[src/rtl/instr_mem_loader_if.sv]
// instr_mem_loader_if -- command, byte-stream and memory-write bundle for instr_mem_loader.
//
// Parameters:
//   ADDR_W     width of the instruction-memory word address
// Signals:
//   start      begin a load (sampled by the loader only while idle)
//   num_words  number of 16-bit words to load, sampled with start (ADDR_W+1 bits)
//   rx_data    incoming program byte
//   rx_valid   rx_data is valid
//   rx_ready   loader accepts a byte this cycle
//   mem_we     instruction-memory write strobe
//   mem_addr   word address being written
//   mem_wdata  instruction word being written
//   busy       loader is not idle
//   done       one-cycle pulse at the end of a load
//   error      checksum mismatch flag
// Modports:
//   master     the side that commands the load and supplies bytes
//   slave      the loader itself
interface instr_mem_loader_if #(
    parameter int ADDR_W = 4
);
    logic              start;
    logic [ADDR_W:0]   num_words;
    logic [7:0]        rx_data;
    logic              rx_valid;
    logic              rx_ready;
    logic              mem_we;
    logic [ADDR_W-1:0] mem_addr;
    logic [15:0]       mem_wdata;
    logic              busy;
    logic              done;
    logic              error;

    modport master (
        output start, num_words, rx_data, rx_valid,
        input  rx_ready, mem_we, mem_addr, mem_wdata, busy, done, error
    );

    modport slave (
        input  start, num_words, rx_data, rx_valid,
        output rx_ready, mem_we, mem_addr, mem_wdata, busy, done, error
    );
endinterface

[src/rtl/instr_mem_loader.sv]
// instr_mem_loader -- assembles a byte stream into big-endian 16-bit instruction
// words and writes them to consecutive instruction-memory addresses.
//
// Ports:
//   clk    rising-edge clock
//   reset  synchronous active-high reset
//   bus    instr_mem_loader_if.slave (start/num_words command, rx byte stream,
//          memory write port, busy/done/error status)
//
// Build option:
//   LOADER_CHECKSUM_EN  when defined, one extra byte is consumed after the last
//                       word and compared with the XOR of all data bytes; a
//                       mismatch raises error until the next accepted start.
//
// state | meaning
// ------+--------------------------------------------------------------
// IDLE  | waiting for start
// HI    | waiting for the high byte of the current word
// LO    | waiting for the low byte of the current word
// WRITE | one-cycle memory write of {hi, lo}
// CHK   | waiting for the checksum byte (LOADER_CHECKSUM_EN only)
// DONE  | one-cycle done pulse
module instr_mem_loader #(
    parameter int DEPTH  = 16,
    parameter int ADDR_W = 4
) (
    input logic                clk,
    input logic                reset,
    instr_mem_loader_if.slave  bus
);
    localparam logic [2:0] S_IDLE  = 3'd0;
    localparam logic [2:0] S_HI    = 3'd1;
    localparam logic [2:0] S_LO    = 3'd2;
    localparam logic [2:0] S_WRITE = 3'd3;
    localparam logic [2:0] S_DONE  = 3'd4;
`ifdef LOADER_CHECKSUM_EN
    localparam logic [2:0] S_CHK   = 3'd5;
`endif

    localparam logic [ADDR_W:0] DEPTH_W = (ADDR_W+1)'(DEPTH);

    logic [2:0]        state;
    logic [ADDR_W:0]   count;
    logic [ADDR_W:0]   wr_cnt;
    logic [ADDR_W:0]   wr_cnt_nxt;
    logic [7:0]        hi_byte;
    logic [ADDR_W-1:0] addr_q;
    logic [15:0]       wdata_q;
    logic              xfer;

`ifdef LOADER_CHECKSUM_EN
    logic [7:0]        csum;
    logic              err_q;

    assign bus.rx_ready = (state == S_HI) || (state == S_LO) || (state == S_CHK);
    assign bus.error    = err_q;
`else
    assign bus.rx_ready = (state == S_HI) || (state == S_LO);
    assign bus.error    = 1'b0;
`endif

    assign xfer          = bus.rx_valid && bus.rx_ready;
    assign wr_cnt_nxt    = wr_cnt + 1'b1;
    assign bus.mem_we    = (state == S_WRITE);
    assign bus.busy      = (state != S_IDLE);
    assign bus.done      = (state == S_DONE);
    assign bus.mem_addr  = addr_q;
    assign bus.mem_wdata = wdata_q;

    always_ff @(posedge clk) begin
        if (reset) begin
            state   <= S_IDLE;
            count   <= '0;
            wr_cnt  <= '0;
            hi_byte <= '0;
            addr_q  <= '0;
            wdata_q <= '0;
`ifdef LOADER_CHECKSUM_EN
            csum    <= '0;
            err_q   <= 1'b0;
`endif
        end else begin
            case (state)
                S_IDLE: begin
                    if (bus.start) begin
                        wr_cnt <= '0;
`ifdef LOADER_CHECKSUM_EN
                        csum   <= '0;
                        err_q  <= 1'b0;
`endif
                        if (bus.num_words == '0) begin
                            state <= S_DONE;
                        end else begin
                            // Oversized requests are clamped so the address never wraps.
                            count <= (bus.num_words > DEPTH_W) ? DEPTH_W : bus.num_words;
                            state <= S_HI;
                        end
                    end
                end
                S_HI: begin
                    if (xfer) begin
                        hi_byte <= bus.rx_data;
`ifdef LOADER_CHECKSUM_EN
                        csum    <= csum ^ bus.rx_data;
`endif
                        state   <= S_LO;
                    end
                end
                S_LO: begin
                    if (xfer) begin
                        // Address/data registers only move here, so they hold the
                        // last written word outside WRITE.
                        addr_q  <= wr_cnt[ADDR_W-1:0];
                        wdata_q <= {hi_byte, bus.rx_data};
`ifdef LOADER_CHECKSUM_EN
                        csum    <= csum ^ bus.rx_data;
`endif
                        state   <= S_WRITE;
                    end
                end
                S_WRITE: begin
                    wr_cnt <= wr_cnt_nxt;
                    if (wr_cnt_nxt == count) begin
`ifdef LOADER_CHECKSUM_EN
                        state <= S_CHK;
`else
                        state <= S_DONE;
`endif
                    end else begin
                        state <= S_HI;
                    end
                end
`ifdef LOADER_CHECKSUM_EN
                S_CHK: begin
                    if (xfer) begin
                        err_q <= (bus.rx_data != csum);
                        state <= S_DONE;
                    end
                end
`endif
                S_DONE: begin
                    state <= S_IDLE;
                end
                default: begin
                    state <= S_IDLE;
                end
            endcase
        end
    end
endmodule

[src/flat_wrapper.sv]
// flat-port wrapper written by rule: the top's interface ports become plain ports
module instr_mem_loader_flat 
#(
    parameter int DEPTH  = 16,
    parameter int ADDR_W = 4
)
  (clk, reset, bus_start, bus_num_words, bus_rx_data, bus_rx_valid, bus_rx_ready, bus_mem_we, bus_mem_addr, bus_mem_wdata, bus_busy, bus_done, bus_error);
  instr_mem_loader_if #(.ADDR_W(ADDR_W)) bus_i ();
  input logic clk;
  input logic reset;
  input wire logic [$bits(bus_i.start)-1:0] bus_start;
  input wire logic [$bits(bus_i.num_words)-1:0] bus_num_words;
  input wire logic [$bits(bus_i.rx_data)-1:0] bus_rx_data;
  input wire logic [$bits(bus_i.rx_valid)-1:0] bus_rx_valid;
  output wire logic [$bits(bus_i.rx_ready)-1:0] bus_rx_ready;
  output wire logic [$bits(bus_i.mem_we)-1:0] bus_mem_we;
  output wire logic [$bits(bus_i.mem_addr)-1:0] bus_mem_addr;
  output wire logic [$bits(bus_i.mem_wdata)-1:0] bus_mem_wdata;
  output wire logic [$bits(bus_i.busy)-1:0] bus_busy;
  output wire logic [$bits(bus_i.done)-1:0] bus_done;
  output wire logic [$bits(bus_i.error)-1:0] bus_error;
  assign bus_i.start = bus_start;
  assign bus_i.num_words = bus_num_words;
  assign bus_i.rx_data = bus_rx_data;
  assign bus_i.rx_valid = bus_rx_valid;
  assign bus_rx_ready = bus_i.rx_ready;
  assign bus_mem_we = bus_i.mem_we;
  assign bus_mem_addr = bus_i.mem_addr;
  assign bus_mem_wdata = bus_i.mem_wdata;
  assign bus_busy = bus_i.busy;
  assign bus_done = bus_i.done;
  assign bus_error = bus_i.error;
  instr_mem_loader #(.DEPTH(DEPTH), .ADDR_W(ADDR_W)) u_core (.clk(clk), .reset(reset), .bus(bus_i));
endmodule
[config.mk]
export PLATFORM = sky130hd
export DESIGN_NAME = instr_mem_loader_flat
export DESIGN_NICKNAME = d
export VERILOG_FILES = /design/src/rtl/instr_mem_loader_if.sv /design/src/rtl/instr_mem_loader.sv /design/src/flat_wrapper.sv
export SDC_FILE = /design/constraint.sdc
export NUM_CORES = 1
export LEC_CHECK = 0
export BUFFER_PORTS_ARGS = -buffer_cell sky130_fd_sc_hd__buf_2
export CELL_PAD_IN_SITES_DETAIL_PLACEMENT = 1
export CELL_PAD_IN_SITES_GLOBAL_PLACEMENT = 1
export CORE_MARGIN = 2
export CORE_UTILIZATION = 37
export DETAILED_ROUTE_END_ITERATION = 8
export PLACE_DENSITY_LB_ADDON = 0.1
export SLEW_MARGIN = 25
export SYNTH_ARGS = -nofsm -noshare
export SYNTH_HDL_FRONTEND = slang
export SYNTH_SLANG_ARGS = --single-unit
[constraint.sdc]
create_clock -name clk -period 2.2 [get_ports clk]
set_clock_uncertainty 0.2 [all_clocks]
set_input_delay 0.44 -clock clk [delete_from_list [all_inputs] [get_ports clk]]
set_output_delay 0.44 -clock clk [all_outputs]
set_load 0.05 [all_outputs]
==> results of run 1 <==
## layout make-up
class	count	area share, %
sequential	41	39.0
clock inverter	3	3.26
multi-input combinational	163	39.3
timing repair buffer	46	11.6
inverter	3	0.534
tap	52	3.08
clock buffer	5	3.26
## routing by layer
layer  vias to the layer above  wire, um  GRT usage, %  share of wire, %
li1                        814         -             -                 -
met4                         0        20          5.03              0.48
met3                         2       203          4.72               4.9
met2                        31      1800          26.7                43
met5                         -         0             0                 0
met1                       740      2120          24.8                51
## state kept, by name, summed over array words and instances (netlist names)
register              count
u_core.wr_cnt             5
u_core.count              5
u_core.bus.mem_wdata     16
u_core.state              3
u_core.bus.mem_addr       4
u_core.hi_byte            8
## kinds of logic (layout without fill, tap and decap cells)
group / count (synthesis) / after routing / synth area share (%)
and+or+nand+nor: 102 / 102 / 26.9
DFF: 41 / 41 / 47.7
xor gates and xnor gates: 6 / 6 / 3.06
adders and majority gates: 1 / 1 / 0.728
AOI/OAI and AO/OA: 52 / 52 / 16.2
muxes: 1 / 1 / 0.582
other: 1 / 1 / 0.218
buffers and inverters: 17 / 57 / 4.66
## power by group
| part | switching, uW | internal, uW | leakage, uW |
|---|---|---|---|
| combinational | 126 | 59.5 | 0.000464 |
| clock | 270 | 457 | 0.0000687 |
| sequential | 17.5 | 762 | 0.000332 |
| total | 413 | 1280 | 0.000865 |
## how the worst max path moves through the flow
stage	start	to	slack, ns	cells after the start
floorplan	u_core.state[1]	bus_rx_ready	0.18	3
global placement	u_core.state[0]	bus_mem_we	0.41	4
detailed placement	u_core.state[0]	bus_mem_we	0.37	4
CTS	u_core.state[0]	bus_mem_we	0.04	4
global route	u_core.state[1]	bus_mem_we	0.05	4
finish	u_core.state[1]	bus_mem_we	0.14	4
## cells in the final DEF (no fill, tap or decap), types with 2 or more instances in the layout
master,n
a21oi_1,37
a22oi_1,2
and2_1,4
buf_2,40
buf_4,6
bufinv_16,2
clkbuf_8,5
dfxtp_1,40
inv_1,2
nand2_1,65
nand2b_1,3
nand3_1,3
nand3b_1,5
nor2_1,8
nor3_1,4
nor3b_2,2
o21ai_0,8
or3_1,3
xnor2_1,2
xor2_1,4
## critical path, delay by kind of cell, from the launching register on
family | cells | cell delay [ns]
flops | 1 | 0.42
buf+inv | 2 | 0.37
simple gates | 2 | 0.34
## per-stage QoR
stage	worst slack, ns	util [%]	cell area (sq um)
after CTS	0.0410	47.8	2110
after global routing	0.0508	47.8	2110
after floorplan	0.183	-	1720
after global placement	0.411	44.6	1970
final	0.138	47.8	2110
after detailed placement	0.373	44.6	1970
## repair_timing
item | CTS | global route
endpoints found under the hold margin | 0 | 0
resized for setup | 0 | 1
endpoints found under the setup margin | 0 | 1
==> run metrics, run 1 <==
status complete, no violations; Min Clock Period, post-route 2.06 ns; worst hold margin 0.186 ns; critical path class flip-flop to output port; top cells by count, synth nand2_1, dfxtp_1, a21oi_1, nor2_1, o21ai_0; CP Cell Sequence nand2_1 > or2_4 > clkinv_1 > buf_2; capture endpoint of the worst hold path u_core.hi_byte[1]; Pleak 0.000865 uW; Inserted Diodes 0; Hold Vio Cnt, Final 0; WHS Path Cells 3; Cells after Synth 221; die width approximately 72 um; fill count 574; Max Root-Sink Buffers 2; Worst-Skew Late Latency 0.29 ns; FF/Latch Area just over 800 sq um; top_reg_cell synth dfxtp_1; clk slew on worst S/H paths ~0.08 ns; count leader, synth nand2_1; die height 72.2 um; HP Class primary input to flip-flop; final setup fails 0; Layout Cells excl Fill roughly 310; max_cap viols 0; antenna violations before repair 0; Routed WL 4140 um; Crit path largest cell delay around 0.42 ns; RSZ-0062 raised after global routing no; Setup TNS 0 ns; die area between 0.005 and 0.006 sq mm; PwrDens 802 mW/mm^2; Yosys cell types 32; first-pass GRT wire length about 7300 um; hpwl dp 2910 um; GP Congestion around 0.80; fmax 0.485 GHz; Layout Nets about 280; CP max FO 7; DR pass1 iterations 6; asr flop ratio synth 0%; Num CTS Buffers 5; Syn Std Cell Area 0.00172 sq mm; largest net degree at the start of global routing 39; Area Overhead vs Synth 22.7%; Synth top area share about 48%; root buf cell clkbuf_8; Reg-to-Reg End u_core.wr_cnt[3]; gr usage total 17.7%; Area contributors post-synth dfxtp_1, nand2_1, a21oi_1; worst vdd ir ~0.45 mV; #FFs+latches synth a little over 40; r2r startpoint u_core.state[1]; area occupied by multi-input gates 828 sq um; htree depth 2; Cells after DPL 305; Port-buffer cells 40; CP endpoint kind output port; post-CTS setup buffers 0; DRC errors left 0; Worst Hold Launch bus_rx_data[1]; hold buffer count at CTS 0; Period Utilization, post-route 93.7%; ANT nets after route 0; CTS tree built; Total Power 1690 uW; io pins 42; sequential element share of the synthesized area 47.7%; share of layout cells above drive strength 1 22.2%; row count 24; CP arrival 1.42 ns; CP startpoint kind flip-flop; Reg2Reg Depth 6; WL/cell between 10 and 15 um; Starting Density 38.9%; reg-to-reg slack, setup 0.38 ns; Critical Path RT approximately 1.6 ns; number of synthesized flops with an enable pin 0; Vias 1,587; Initial DRC Count 80; area leader, netlist dfxtp_1; Core Region ~0.0044 sq mm; vias per inst between 5 and 6; Crit-path slowest cell dfxtp_1; vias in the first global route 1,569; clock sinks 41; Max Transition Viols Final 0; Avg Inst Size Synth between 7 and 8 sq um; yosys warns 0; Mapped Nets 239; Remaining Overflow, GRT 0
No activity file was read; power rests on OpenSTA's default activity.
==> run 2, diff against run 1 <==
--- a/config.mk
+++ b/config.mk
@@ -6,13 +6,14 @@
 export NUM_CORES = 1
 export LEC_CHECK = 0
 export BUFFER_PORTS_ARGS = -buffer_cell sky130_fd_sc_hd__buf_2
-export CELL_PAD_IN_SITES_DETAIL_PLACEMENT = 1
+export CELL_PAD_IN_SITES_DETAIL_PLACEMENT = 0
 export CELL_PAD_IN_SITES_GLOBAL_PLACEMENT = 1
 export CORE_MARGIN = 2
 export CORE_UTILIZATION = 37
 export DETAILED_ROUTE_END_ITERATION = 8
+export MAX_ROUTING_LAYER = met4
 export PLACE_DENSITY_LB_ADDON = 0.1
-export SLEW_MARGIN = 25
+export SLEW_MARGIN = 20
 export SYNTH_ARGS = -nofsm -noshare
 export SYNTH_HDL_FRONTEND = slang
 export SYNTH_SLANG_ARGS = --single-unit
==> run 2 against run 1 <==
- count of clock-buffer cells in the layout grew 1
- utilization shrank 1.1 points
- wire length shrank 8.8%
- register-to-register slack gained 0.04 ns
- critical endpoint unchanged
==> run metrics, run 2 (synthesis gave the netlist of run 1 again) <==
largest net degree at the start of global routing 39; Period Utilization, post-route 93.7%; Vias 1,528; max reg flops 16; row count 24; CP endpoint kind output port; CP startpoint kind flip-flop; most frequent cells in the layout nand2_1, buf_2, dfxtp_1, a21oi_1; CP Cell Sequence nand2_1 > or2_4 > clkinv_1 > buf_2; Worst-Skew Late Latency 0.29 ns; HP Class primary input to flip-flop; Min Clock Period, post-route about 2 ns; DR pass1 iterations 4; vias per inst 4.90; Initial DRC Count 42; Num CTS Buffers 5; share of layout cells above drive strength 1 21.9%; Max Root-Sink Buffers 2; Hold Vio Cnt, Final 0; worst hold margin a little under 0.2 ns; GP Congestion between 0.8 and 0.9; hpwl dp 2640 um; commonest non-fill, non-tap cell in the layout nand2_1; final setup fails 0; clk slew on worst S/H paths 0.07 ns; fill count 480; root buf cell clkbuf_8; Routed WL 3770 um; Port-buffer cells 40; WL/cell 12.1 um; CTS tree built; Setup Slack @ Placement 0.389 ns; DRC errors left 0; Layout Nets 278; die area 0.00521 sq mm; Starting Density ~40%; die width between 70 and 80 um; Remaining Overflow, GRT 0; worst path bufs/invs 2; post-CTS resize count 0; RSZ-0062 raised after global routing no; Clk pwr share ~34%; Pleak 0.000840 uW; critical path class flip-flop to output port; family with the most delay on the worst path flip-flops; Max Transition Viols Final 0; clock sinks 41; PwrDens a little over 700 mW/mm^2; status complete, no violations; Core Region around 0.0044 sq mm; sw frac 26.5%; Psw 387 uW; CP max FO 7; post-CTS setup buffers 0; Crit path largest cell delay 0.42 ns; gr usage total 15.9%; htree depth 2; antenna violations before repair 0; fmax 0.485 GHz; worst vdd ir around 0.40 mV; die height 72.2 um; Int Power 1070 uW; Final WS setup 0.139 ns; vias in the first global route between 1,000 and 1,500; Logic pwr share 12.6%; io pins 42; Setup TNS 0 ns; Seq pwr share 53.5%; Crit-path slowest cell dfxtp_1; first-pass GRT wire length between 6000 and 7000 um; CP arrival about 1.4 ns; Inserted Diodes 0; max_cap viols 0; ANT nets after route 0; hold buffer count at CTS 0; Critical Path RT around 1.6 ns; Area Overhead vs Synth 19.9%
## run 2: cell types whose count changed in the layout (fill, tap and decap cells not counted)
| cell | previous run | this run |
|---|---|---|
| bufinv_16 | 2 | 0 |
| clkbuf_8 | 5 | 6 |
| clkinvlp_4 | 0 | 1 |
| inv_6 | 1 | 0 |
## run 2: per-stage QoR
stage | cell area (sq um) | cells | util [%] | total power (uW)
detailed placement | 1970 | 305 | 44.6 | 981
floorplan | 1720 | 221 | - | 928
CTS | 2060 | 312 | 46.7 | 1480
global placement | 1970 | 305 | 44.6 | 983
global route | 2060 | 312 | 46.7 | 1520
finish | 2060 | 312 | 46.7 | 1460
## run 2: path summary, 6_finish.rpt
check                             to  slack, ns                    start  cells after the start
min reg2reg  u_core.bus.mem_wdata[2]       0.25  u_core.bus.mem_wdata[2]                      2
min          u_core.bus.mem_wdata[1]       0.20           bus_rx_data[1]                      3
max reg2reg         u_core.wr_cnt[3]       0.42          u_core.state[1]                      6
max                       bus_mem_we       0.14          u_core.state[1]                      4
## run 2: area by class of cell
cell class	instances	area, sq um	area share, %
Clock buffer	6	82.6	4.00
Clock inverter	1	7.51	0.364
Inverter	3	11.3	0.546
Multi-Input combinational cell	163	828	40.2
Sequential cell	41	822	39.9
Tap cell	52	65.1	3.16
Timing Repair Buffer	46	245	11.9
## run 2: worst min-delay path: stages
cell	delay, ns
buf_2	0.10
nand2_1	0.05
a21oi_1	0.05
## run 2: power groups by stage
stage / clock network [uW] / logic [uW] / registers (uW)
3_5_place_dp: 0 / 185 / 796
6_report: 493 / 184 / 779
3_3_place_gp: 0 / 187 / 796
2_1_floorplan: 0 / 126 / 802
5_1_grt: 535 / 205 / 782
4_1_cts: 511 / 186 / 779
## run 2: metal layers
metal | global-route usage [%] | vias up | share of wire (%)
met5 | - | - | 0
met1 | 22.0 | 681 | 53
met2 | 23.5 | 30 | 41
met4 | 4.40 | 0 | 1.2
li1 | - | 810 | -
met3 | 3.47 | 7 | 4.6
